[src/rtl/pipeline_stall_ctrl.sv]
// ============================================================================
// pipeline_stall_ctrl
// ----------------------------------------------------------------------------
// Central stall/flush sequencer for the 5-stage MIPS pipeline.
//   - Detects load-use hazards between the EX load and the ID read ports.
//   - Holds EX while a multi-cycle MULT/DIV occupies the MDU.
//   - Propagates memory-wait and flush requests.
//   - Counts cycles with any stall asserted, for profiling.
//
// Parameters
//   MULT_CYCLES : EX occupancy of MULT/MULTU in cycles (>=1)
//   DIV_CYCLES  : EX occupancy of DIV/DIVU in cycles (>=1)
//   CNT_W       : width of the MDU cycle counter (holds DIV_CYCLES-1)
//
// Ports
//   clk, rst            : clock, synchronous active-high reset
//   id_read_en_1/2      : ID read port enables
//   id_reg_addr_1/2     : ID read port addresses
//   ex_write_reg_en     : EX instruction writes a GPR
//   ex_write_reg_addr   : EX destination GPR
//   ex_is_load          : EX instruction is a load
//   ex_mdu_start        : EX holds a MULT/DIV that has not started yet
//   ex_mdu_div          : 1 = DIV class, 0 = MULT class
//   mem_stall_req       : MEM data access not ready
//   flush_req           : kill IF..MEM contents
//   stall[4:0]          : hold for [0]PC [1]IF/ID [2]ID/EX [3]EX/MEM [4]MEM/WB
//   flush               : clear IF/ID, ID/EX, EX/MEM to NOP this cycle
//   mdu_busy            : MDU occupying EX
//   mdu_done            : one-cycle pulse, MDU result valid
//   stall_cycles        : wrapping count of cycles with stall != 0
//
// A register k+1 whose neighbour k is held but which is itself not held
// loads a NOP (bubble); that is done by the pipeline registers themselves.
// ============================================================================
module pipeline_stall_ctrl #(
    parameter int unsigned MULT_CYCLES = 2,
    parameter int unsigned DIV_CYCLES  = 32,
    parameter int unsigned CNT_W       = 6
) (
    input  logic        clk,
    input  logic        rst,
    input  logic        id_read_en_1,
    input  logic [4:0]  id_reg_addr_1,
    input  logic        id_read_en_2,
    input  logic [4:0]  id_reg_addr_2,
    input  logic        ex_write_reg_en,
    input  logic [4:0]  ex_write_reg_addr,
    input  logic        ex_is_load,
    input  logic        ex_mdu_start,
    input  logic        ex_mdu_div,
    input  logic        mem_stall_req,
    input  logic        flush_req,
    output logic [4:0]  stall,
    output logic        flush,
    output logic        mdu_busy,
    output logic        mdu_done,
    output logic [31:0] stall_cycles
);

    // Stall vectors, one per cause.
    localparam logic [4:0] STALL_NONE = 5'b00000;
    localparam logic [4:0] STALL_MEM  = 5'b01111;
    localparam logic [4:0] STALL_MDU  = 5'b00111;
    localparam logic [4:0] STALL_LU   = 5'b00011;

    localparam logic [CNT_W-1:0] MULT_LOAD = CNT_W'(MULT_CYCLES - 1);
    localparam logic [CNT_W-1:0] DIV_LOAD  = CNT_W'(DIV_CYCLES - 1);

    typedef enum logic {
        IDLE,
        MDU_WAIT
    } state_t;

    state_t           state;
    logic [CNT_W-1:0] cnt;

    logic load_use;
    logic cnt_zero;
    logic mdu_hold;
    logic mdu_fin;
    logic port1_hit;
    logic port2_hit;

    // ------------------------------------------------------------------------
    // Load-use hazard: purely combinational, lasts exactly the cycle in which
    // the load sits in EX and the consumer sits in ID. $0 never hazards.
    // ------------------------------------------------------------------------
    always_comb begin
        port1_hit = id_read_en_1 && (id_reg_addr_1 == ex_write_reg_addr);
        port2_hit = id_read_en_2 && (id_reg_addr_2 == ex_write_reg_addr);
        load_use  = ex_is_load && ex_write_reg_en &&
                    (ex_write_reg_addr != 5'd0) && (port1_hit || port2_hit);
    end

    // ------------------------------------------------------------------------
    // MDU hold. EX stays held through the mdu_done cycle as well, so a MULT
    // stalls for MULT_CYCLES+1 cycles (start cycle included) and the
    // instruction leaves EX on the cycle after mdu_done. The datapath clears
    // its "not started" flag on mdu_done, so ex_mdu_start is low by then.
    // ------------------------------------------------------------------------
    always_comb begin
        cnt_zero = (cnt == '0);
        mdu_hold = ((state == IDLE) && ex_mdu_start) || (state == MDU_WAIT);
        mdu_fin  = (state == MDU_WAIT) && cnt_zero && !mem_stall_req;
    end

    // ------------------------------------------------------------------------
    // Output decode, priority flush > mem > mdu > load-use.
    // Everything is forced low while rst is asserted.
    // ------------------------------------------------------------------------
    always_comb begin
        stall    = STALL_NONE;
        flush    = 1'b0;
        mdu_busy = 1'b0;
        mdu_done = 1'b0;
        if (!rst) begin
            mdu_busy = (state == MDU_WAIT);
            // A flush kills the MDU instruction, so no completion pulse.
            mdu_done = mdu_fin && !flush_req;
            if (flush_req) begin
                flush = 1'b1;
            end else if (mem_stall_req) begin
                stall = STALL_MEM;
            end else if (mdu_hold) begin
                stall = STALL_MDU;
            end else if (load_use) begin
                stall = STALL_LU;
            end
        end
    end

    // ------------------------------------------------------------------------
    // MDU sequencer and profiling counter.
    // The countdown keeps running under mem_stall_req and saturates at 0;
    // completion waits for the memory stall to clear.
    // ------------------------------------------------------------------------
    always_ff @(posedge clk) begin
        if (rst) begin
            state        <= IDLE;
            cnt          <= '0;
            stall_cycles <= '0;
        end else begin
            if (stall != STALL_NONE) begin
                stall_cycles <= stall_cycles + 32'd1;
            end

            if (flush_req) begin
                state <= IDLE;
                cnt   <= '0;
            end else begin
                case (state)
                    IDLE: begin
                        if (ex_mdu_start) begin
                            state <= MDU_WAIT;
                            cnt   <= ex_mdu_div ? DIV_LOAD : MULT_LOAD;
                        end
                    end
                    MDU_WAIT: begin
                        if (mdu_fin) begin
                            state <= IDLE;
                        end
                        if (!cnt_zero) begin
                            cnt <= cnt - 1'b1;
                        end
                    end
                    default: begin
                        state <= IDLE;
                        cnt   <= '0;
                    end
                endcase
            end
        end
    end

endmodule

[config.mk]
export PLATFORM = sky130hd
export DESIGN_NAME = pipeline_stall_ctrl
export DESIGN_NICKNAME = d
export VERILOG_FILES = /design/src/rtl/pipeline_stall_ctrl.sv
export SDC_FILE = /design/constraint.sdc
export NUM_CORES = 1
export LEC_CHECK = 0
export CAP_MARGIN = 20
export CORE_MARGIN = 1
export CORE_UTILIZATION = 47
export CTS_CLUSTER_DIAMETER = 80
export CTS_CLUSTER_SIZE = 25
export DETAILED_ROUTE_END_ITERATION = 7
export PLACE_DENSITY_LB_ADDON = 0.08
export SYNTH_ARGS = -nofsm -noshare
export SYNTH_HDL_FRONTEND = slang
export SYNTH_SLANG_ARGS = --single-unit
[constraint.sdc]
create_clock -name clk -period 2.6 [get_ports clk]
set_clock_uncertainty 0.15 [all_clocks]
set_input_delay 0.39 -clock clk [delete_from_list [all_inputs] [get_ports clk]]
set_output_delay 0.39 -clock clk [all_outputs]
set_load 0.05 [all_outputs]
==> results of run 1 <==
==> cell usage in the layout, fill, tap and decap left out, drive strengths merged, types with 6 or more instances in the layout <==
master,instances
clkbuf,6
clkdlybuf4s50,55
nand3,14
inv,8
xnor2,10
dfxtp,39
nor2,13
o31ai,17
a21oi,30
o21ai,15
nand4,7
nor3,7
buf,19
or4,16
nand2,22
or3,16
==> worst max-delay path, cell delays in order <==
cell	delay, ps
sky130_fd_sc_hd__clkdlybuf4s50_1	560
sky130_fd_sc_hd__nor3_2	70
sky130_fd_sc_hd__a211oi_1	390
sky130_fd_sc_hd__a21oi_4	130
sky130_fd_sc_hd__buf_12	180
sky130_fd_sc_hd__clkinvlp_4	110
sky130_fd_sc_hd__buf_12	140
==> metrics by stage <==
stage | worst slack [ps] | cell area (um^2) | total power, mW | hold WS (ps)
final | 86.0 | 3040 | 1.31 | 330
after global routing | 2.83 | 3040 | 1.37 | 370
after CTS | 66.2 | 3030 | 1.32 | 339
after detailed placement | -21.0 | 2920 | 0.836 | 328
after global placement | 22.9 | 2920 | 0.832 | 318
after floorplan | -11.7 | 2140 | 0.738 | 313
==> state kept, by name (all words and copies together), names as in the netlist <==
signal and cells:
stall_cycles 32, cnt 6, state 1
==> final timing paths <==
| kind | startpoint | to |
|---|---|---|
| worst max register to register | stall_cycles[11] | stall_cycles[29] |
| worst max-delay path | ex_write_reg_addr[1] | stall[1] |
| worst min-delay path | stall_cycles[31] | stall_cycles[31] |
| worst min register to register | stall_cycles[31] | stall_cycles[31] |
==> metal layers <==
layer  global-route usage  up-vias  wire [um]
met2                0.359       42       2520
li1                     -     1111          -
met3               0.0480        7        162
met1                0.312     1058       2460
met5                    0        -          0
met4               0.0771        0         88
==> logic make-up (layout without fill, tap and decap cells) <==
kind of cell,Yosys count,after routing,synth area share
other,1,1,0.00176
AO/OA/AOI/OAI,74,74,0.217
adder cells (fa/ha/maj),2,2,0.0118
AND/OR/NAND/NOR,110,110,0.295
flip-flops,39,39,0.367
XOR/XNOR,12,12,0.0494
buffers and inverters,25,91,0.0582
==> cell type report <==
class	instances	area, um^2
Clock inverter	1	30.0
Multi-Input combinational cell	199	1250
Clock buffer	6	72.6
Timing Repair Buffer	75	806
Inverter	9	37.5
Tap cell	52	65.1
Sequential cell	39	781
Fill cell	354	1320
==> power breakdown <==
group / switching, mW / internal (mW) / leakage, nW
clock: 0.206 / 0.281 / 0.0513
combinational: 0.109 / 0.101 / 0.622
sequential: 0.00866 / 0.605 / 0.315
==> results.txt, run 1 <==
The HPWL after detailed placement is 3800 um. The run finished with clean final reports. The initial cell density of the core is 0.489.

The area fraction of the dominant cell type after synthesis came out at 0.367. The number of cells traversed by the worst hold path is 2. The final weighted congestion in routability-driven placement is 0.824. A synthesized cell averages 8.09 um^2. The worst hold path belongs to the class reg2reg.

The total wire length came out at 5230 um. In this run the core area contains 24 standard-cell rows. The average wire per cell in the routed design came out at 13.7 um. In the post-synthesis netlist, the biggest area contributors are sky130_fd_sc_hd__dfxtp_1, sky130_fd_sc_hd__a21oi_1, sky130_fd_sc_hd__o31ai_1. The layout cell share with drive strength beyond 1 is 0.100. The maximum VDD drop is 0.281 mV. For this run, the total global-route usage over all layers was measured as 0.229. The final worst-path cycle share is 0.967.

The I/O pin total came out at 65. The area growth from synthesis to layout came out at 42.8%. The count of instances resized after the clock tree is built came out at 0. The number of storage elements in the synthesis netlist is 39. The wire length of the first global-routing pass is 9090 um. The maximum level of the CTS H-tree came out at 2.

The number of global-route vias before repair came out at 1976. The number of sinks handled by clock tree synthesis came out at 39. STA classifies the critical path endpoint as a primary output. The number of clock buffers inserted by TritonCTS is 5.

The instance count of the mapped netlist came out at 263. The share of the Yosys chip area taken by registers is 0.367. The static power due to leakage came out at 0.988 nW. Yosys instantiated no cell more often than sky130_fd_sc_hd__dfxtp_1.

Once the clock tree was built, the setup fixing pass inserted 0 buffers. Buffers inserted to repair hold after CTS numbered 0. The critical path data required time is 2060 ps. The placed instance count is 374.

For the final routed database, the setup TNS stands at 0 ps. The area inside the core boundary is 4350 um^2. The total count of max-transition violations in the final report came out at 0.

The x dimension of the die came out at 69.3 um. The number of nets in the synthesized netlist is 290. The total congestion overflow after global routing came out at 0. The via density per instance came out at 5.82. Once layout is complete, the utilization of the core stands at 0.698. The pin count of the biggest net entering global routing is 33. The endpoint arrival time on the critical path came out at 1970 ps. In this run the power density over the cells is 431 nW/um^2. The worst reg-to-reg setup slack is 330 ps. Clock-pin slew was measured on the worst setup and hold paths at 80 ps.

The violation count after the first detailed-route iteration came out at 137. The insertion delay of the later-clocked pin in the worst-skew pair came out at 290 ps. The hold violation count in the final report is 0. The antenna cell count is 0. The number of nets with antenna violations after routing came out at 0.

The async set or reset register ratio after synthesis came out at 0. The critical setup path kind is in2out. The first detailed-routing pass took 4 iterations. The final count of negative-setup-slack endpoints came out at 0. The netlist uses 39 different library cells.

TritonCTS built the clock tree. The number of maximum-capacitance violations came out at 0. The upper clock frequency limit came out at 398 MHz.

The slew at the pin closest to its max-slew limit is 516 ps. For this run, the leading register cell type out of synthesis is sky130_fd_sc_hd__dfxtp_1. In this run the clock root is driven by a sky130_fd_sc_hd__clkbuf_8. After detailed routing, the number of remaining DRC violations is 0. The number of flops mapped to enable cells by yosys is 0. STA classifies the critical path startpoint as an input pin.

The die height is 69.3 um. The peak fanout along the critical path is 32. sky130_fd_sc_hd__dfxtp_1 takes more of the synthesized area than any other cell. The total number of yosys warnings is 0. The synthesized netlist occupies a cell area of 2130 um^2.

The area enclosed by the die boundary is 4800 um^2. The clock passes through at most 2 buffers. The non-filler instance count after layout is 381.

The initial antenna violation count is 0. In the synthesized netlist, the cells that appear most often are sky130_fd_sc_hd__dfxtp_1, sky130_fd_sc_hd__a21oi_1, sky130_fd_sc_hd__nand2_1, sky130_fd_sc_hd__o31ai_1. The port buffer count is 63.

The post-layout minimum cycle time came out at 2510 ps. The routed layout has 2218 vias. Setup repair after global routing left no endpoint under its margin. Measured in cells, the most critical reg-to-reg path has a length of 6. The layout net count came out at 356. The remaining max-slew budget at the tightest pin is 0.655.
No activity file was read; power rests on OpenSTA's default activity.
==> run 2: changes to the inputs <==
CORE_ASPECT_RATIO = 0.75   (was not set)
==> results.txt, run 2 (synthesis results as in run 1) <==
The maximum level of the CTS H-tree came out at 2 (unchanged). The antenna cell count came out at 0 (unchanged). The remaining max-slew budget at the tightest pin is 0.649 (was 0.655). Top library cells by usage in the layout, fill and taps aside: sky130_fd_sc_hd__clkdlybuf4s50_1, sky130_fd_sc_hd__dfxtp_1, sky130_fd_sc_hd__a21oi_1, sky130_fd_sc_hd__nand2_1, sky130_fd_sc_hd__o31ai_1 (unchanged). The post-layout minimum cycle time is 2470 ps (was 2510 ps). The total wire length came out at 5440 um (was 5230 um).

The most used cell along the critical path is sky130_fd_sc_hd__buf_4 (was sky130_fd_sc_hd__buf_12). The number of placement rows came out at 20 (was 24). The total congestion overflow after global routing came out at 0 (unchanged).

The via density per instance came out at 5.74 (was 5.82). The layout net count came out at 351 (was 356). The kind of start point of the critical path is an input pin (unchanged). The worst hold-check slack is 346 ps (was 330 ps).

The beginning of the worst register-to-register path was stall_cycles[2] (was stall_cycles[11]). Run status: finished clean (unchanged). The wire length of the first global-routing pass came out at 8840 um (was 9090 um). The clock tree from TritonCTS is yes (unchanged). The upper clock frequency limit is 404 MHz (was 398 MHz). The number of sinks handled by clock tree synthesis is 39 (unchanged). The start point of the critical path is ex_write_reg_addr[1] (unchanged). The total power of the final layout came to 1.35 mW (was 1.31 mW). The DRC violations left is 0 (unchanged). The area enclosed by the die boundary is 4800 um^2 (about the same). The initial cell density of the core came out at 0.506 (was 0.489). The largest stage delay on the critical path is 470 ps (was 560 ps). The number of flip-flops in the largest register is 32 (unchanged).

RSZ-0062 raised after global routing: no (unchanged). The final worst-path cycle share is 0.952 (was 0.967). The number of maximum-capacitance violations is 0 (unchanged). The endpoint arrival time on the critical path came out at 1930 ps (was 1970 ps). The worst reg-to-reg setup slack was 310 ps (was 330 ps). The global-route usage over all layers was 0.241 (was 0.229). The number of nets with antenna violations after routing came out at 0 (unchanged). The static power due to leakage is 0.959 nW (was 0.988 nW).

The initial antenna violation count is 0 (unchanged). The final count of negative-setup-slack endpoints came out at 0 (unchanged). The critical path data required time was 2060 ps (about the same). The largest register by flop count is stall_cycles (unchanged). The critical path capture point type was a primary output (unchanged). The area inside the core boundary came out at 4200 um^2 (was 4350 um^2). Largest registers: stall_cycles x32, cnt x6, state x1 (unchanged). The number of filler instances in the final layout is 339 (was 354). The footprint of the multi-input gates is 1240 um^2 (was 1250 um^2). The number of clock buffers inserted by TritonCTS came out at 5 (unchanged). The x dimension of the die is 79.7 um (was 69.3 um). The non-filler instance count after layout is 380 (was 381). The pin count of the biggest net entering global routing was 45 (was 33). The cell at the root of the clock tree was sky130_fd_sc_hd__clkbuf_8 (unchanged). The family of cells with the greatest summed delay on the critical path is buffers and inverters (unchanged).

The iteration count of the initial detailed-routing pass is 5 (was 4). The path length in cells of the critical path is 7 (unchanged). The clock-pin slew reported for the worst setup and hold paths after clock tree synthesis came out at 80 ps (about the same).

The hold path startpoint is stall_cycles[31] (unchanged). The average wire per cell in the routed design is 14.3 um (was 13.7 um). The count of instances resized after the clock tree is built is 0 (unchanged). The count of buffer and inverter cells on the critical path was 4 (unchanged). The placed instance count is 372 (was 374).

The slew at the pin closest to its max-slew limit is 525 ps (was 516 ps). The port buffer count is 63 (unchanged). The final cell utilization of the core came out at 0.709 (was 0.698). Cells along the critical path: clkdlybuf4s50_1, nor3_1, a211oi_1, buf_4, a21oi_4, clkinvlp_4, buf_4 (was clkdlybuf4s50_1, nor3_2, a211oi_1, a21oi_4, buf_12, clkinvlp_4, buf_12). The final total negative setup slack came out at 0 ps (unchanged). The worst-case clock buffer depth came out at 2 (unchanged). The path type of the worst min-delay path is reg2reg (unchanged). The hold buffer count at CTS was 0 (unchanged).

The hold violation count in the final report is 0 (unchanged). The number of cells traversed by the worst hold path came to 2 (unchanged). The area taken by flip-flops and latches was 781 um^2 (unchanged). The layout cell share with drive strength beyond 1 came to 0.0862 (was 0.100).

The area growth from synthesis to layout came out at 40.1% (was 42.8%). The I/O pin total was 65 (unchanged). The most common library cell in the layout ignoring fill and taps was sky130_fd_sc_hd__clkdlybuf4s50_1 (unchanged). The maximum VDD drop came out at 0.334 mV (was 0.281 mV). The HPWL after detailed placement is 3820 um (was 3800 um). The peak fanout along the critical path was 4 (was 32). The total power density per cell area came out at 452 nW/um^2 (was 431 nW/um^2). The final weighted congestion in routability-driven placement came to 0.811 (was 0.824). The violation count after the first detailed-route iteration is 123 (was 137). The die height came out at 60.3 um (was 69.3 um). The highest-delay cell along the critical path is sky130_fd_sc_hd__clkdlybuf4s50_1 (unchanged). The total vias in the final route came out at 2180 (was 2218).

The number of buffers inserted to repair setup after CTS is 0 (unchanged). The total count of max-transition violations in the final report is 0 (unchanged). The number of global-route vias before repair came out at 1903 (was 1976). The critical setup path kind is in2out (unchanged). The count of cells along the worst register-to-register path is 6 (unchanged). The insertion delay of the later-clocked pin in the worst-skew pair came out at 300 ps (was 290 ps).
-- run 2: cell types whose count changed in the layout (fill, tap and decap cells not counted) --
cell and change:
sky130_fd_sc_hd__buf_12 -2, sky130_fd_sc_hd__buf_4 -3, sky130_fd_sc_hd__clkbuf_1 -1, sky130_fd_sc_hd__clkbuf_8 +1, sky130_fd_sc_hd__clkdlybuf4s50_1 +1, sky130_fd_sc_hd__clkinv_2 +1, sky130_fd_sc_hd__dlymetal6s2s_1 -1, sky130_fd_sc_hd__nor3_1 +1
sky130_fd_sc_hd__nor3_2 -1, sky130_fd_sc_hd__o22ai_1 +1, sky130_fd_sc_hd__o22ai_2 -1
-- run 2: area by class of cell --
type                    instances  share of cell area
clock buffers                   6              0.0277
clock inverters                 2              0.0117
inverters                       9              0.0126
multi-input cells             199               0.415
flip-flops and latches         39               0.262
well taps                      55              0.0231
repair buffers                 70               0.248
-- run 2: final timing paths --
check                                   endpoint
worst max register to register  stall_cycles[29]
worst max-delay path                    stall[1]
worst min-delay path            stall_cycles[31]
worst min register to register  stall_cycles[31]
-- run 2: routing by layer --
layer	vias to the layer above	track usage	share of wire
li1	1102	-	-
met1	997	0.333	0.49
met2	72	0.363	0.43
met3	9	0.0519	0.058
met4	0	0.101	0.015
met5	-	0	0
-- run 2: worst register-to-register path, stage by stage (launching register included) --
cell and delay [ps]:
sky130_fd_sc_hd__dfxtp_1 450, sky130_fd_sc_hd__and4_1 370, sky130_fd_sc_hd__nand4_4 210, sky130_fd_sc_hd__nand2b_4 250, sky130_fd_sc_hd__or3_1 340, sky130_fd_sc_hd__or3_1 310
sky130_fd_sc_hd__a21oi_1 140
-- run 2: per-stage QoR --
step | worst slack (ps) | instance area [um^2]
3_3_place_gp | -22.2 | 2860
5_1_grt | 40.0 | 2980
2_1_floorplan | -11.7 | 2140
6_report | 126 | 2980
3_5_place_dp | -76.7 | 2860
4_1_cts | 121 | 2980
-- run 2: report_power, final --
part	internal, mW	total (mW)	switching [mW]
registers	0.604	0.615	0.0110
clock network	0.311	0.539	0.228
logic	0.0893	0.195	0.105
==> run 3: changes to the inputs <==
CORE_ASPECT_RATIO = not set   (was 0.75)
==> results of run 3 <==
Final layout, timing and power as in run 1 (identical DEF).
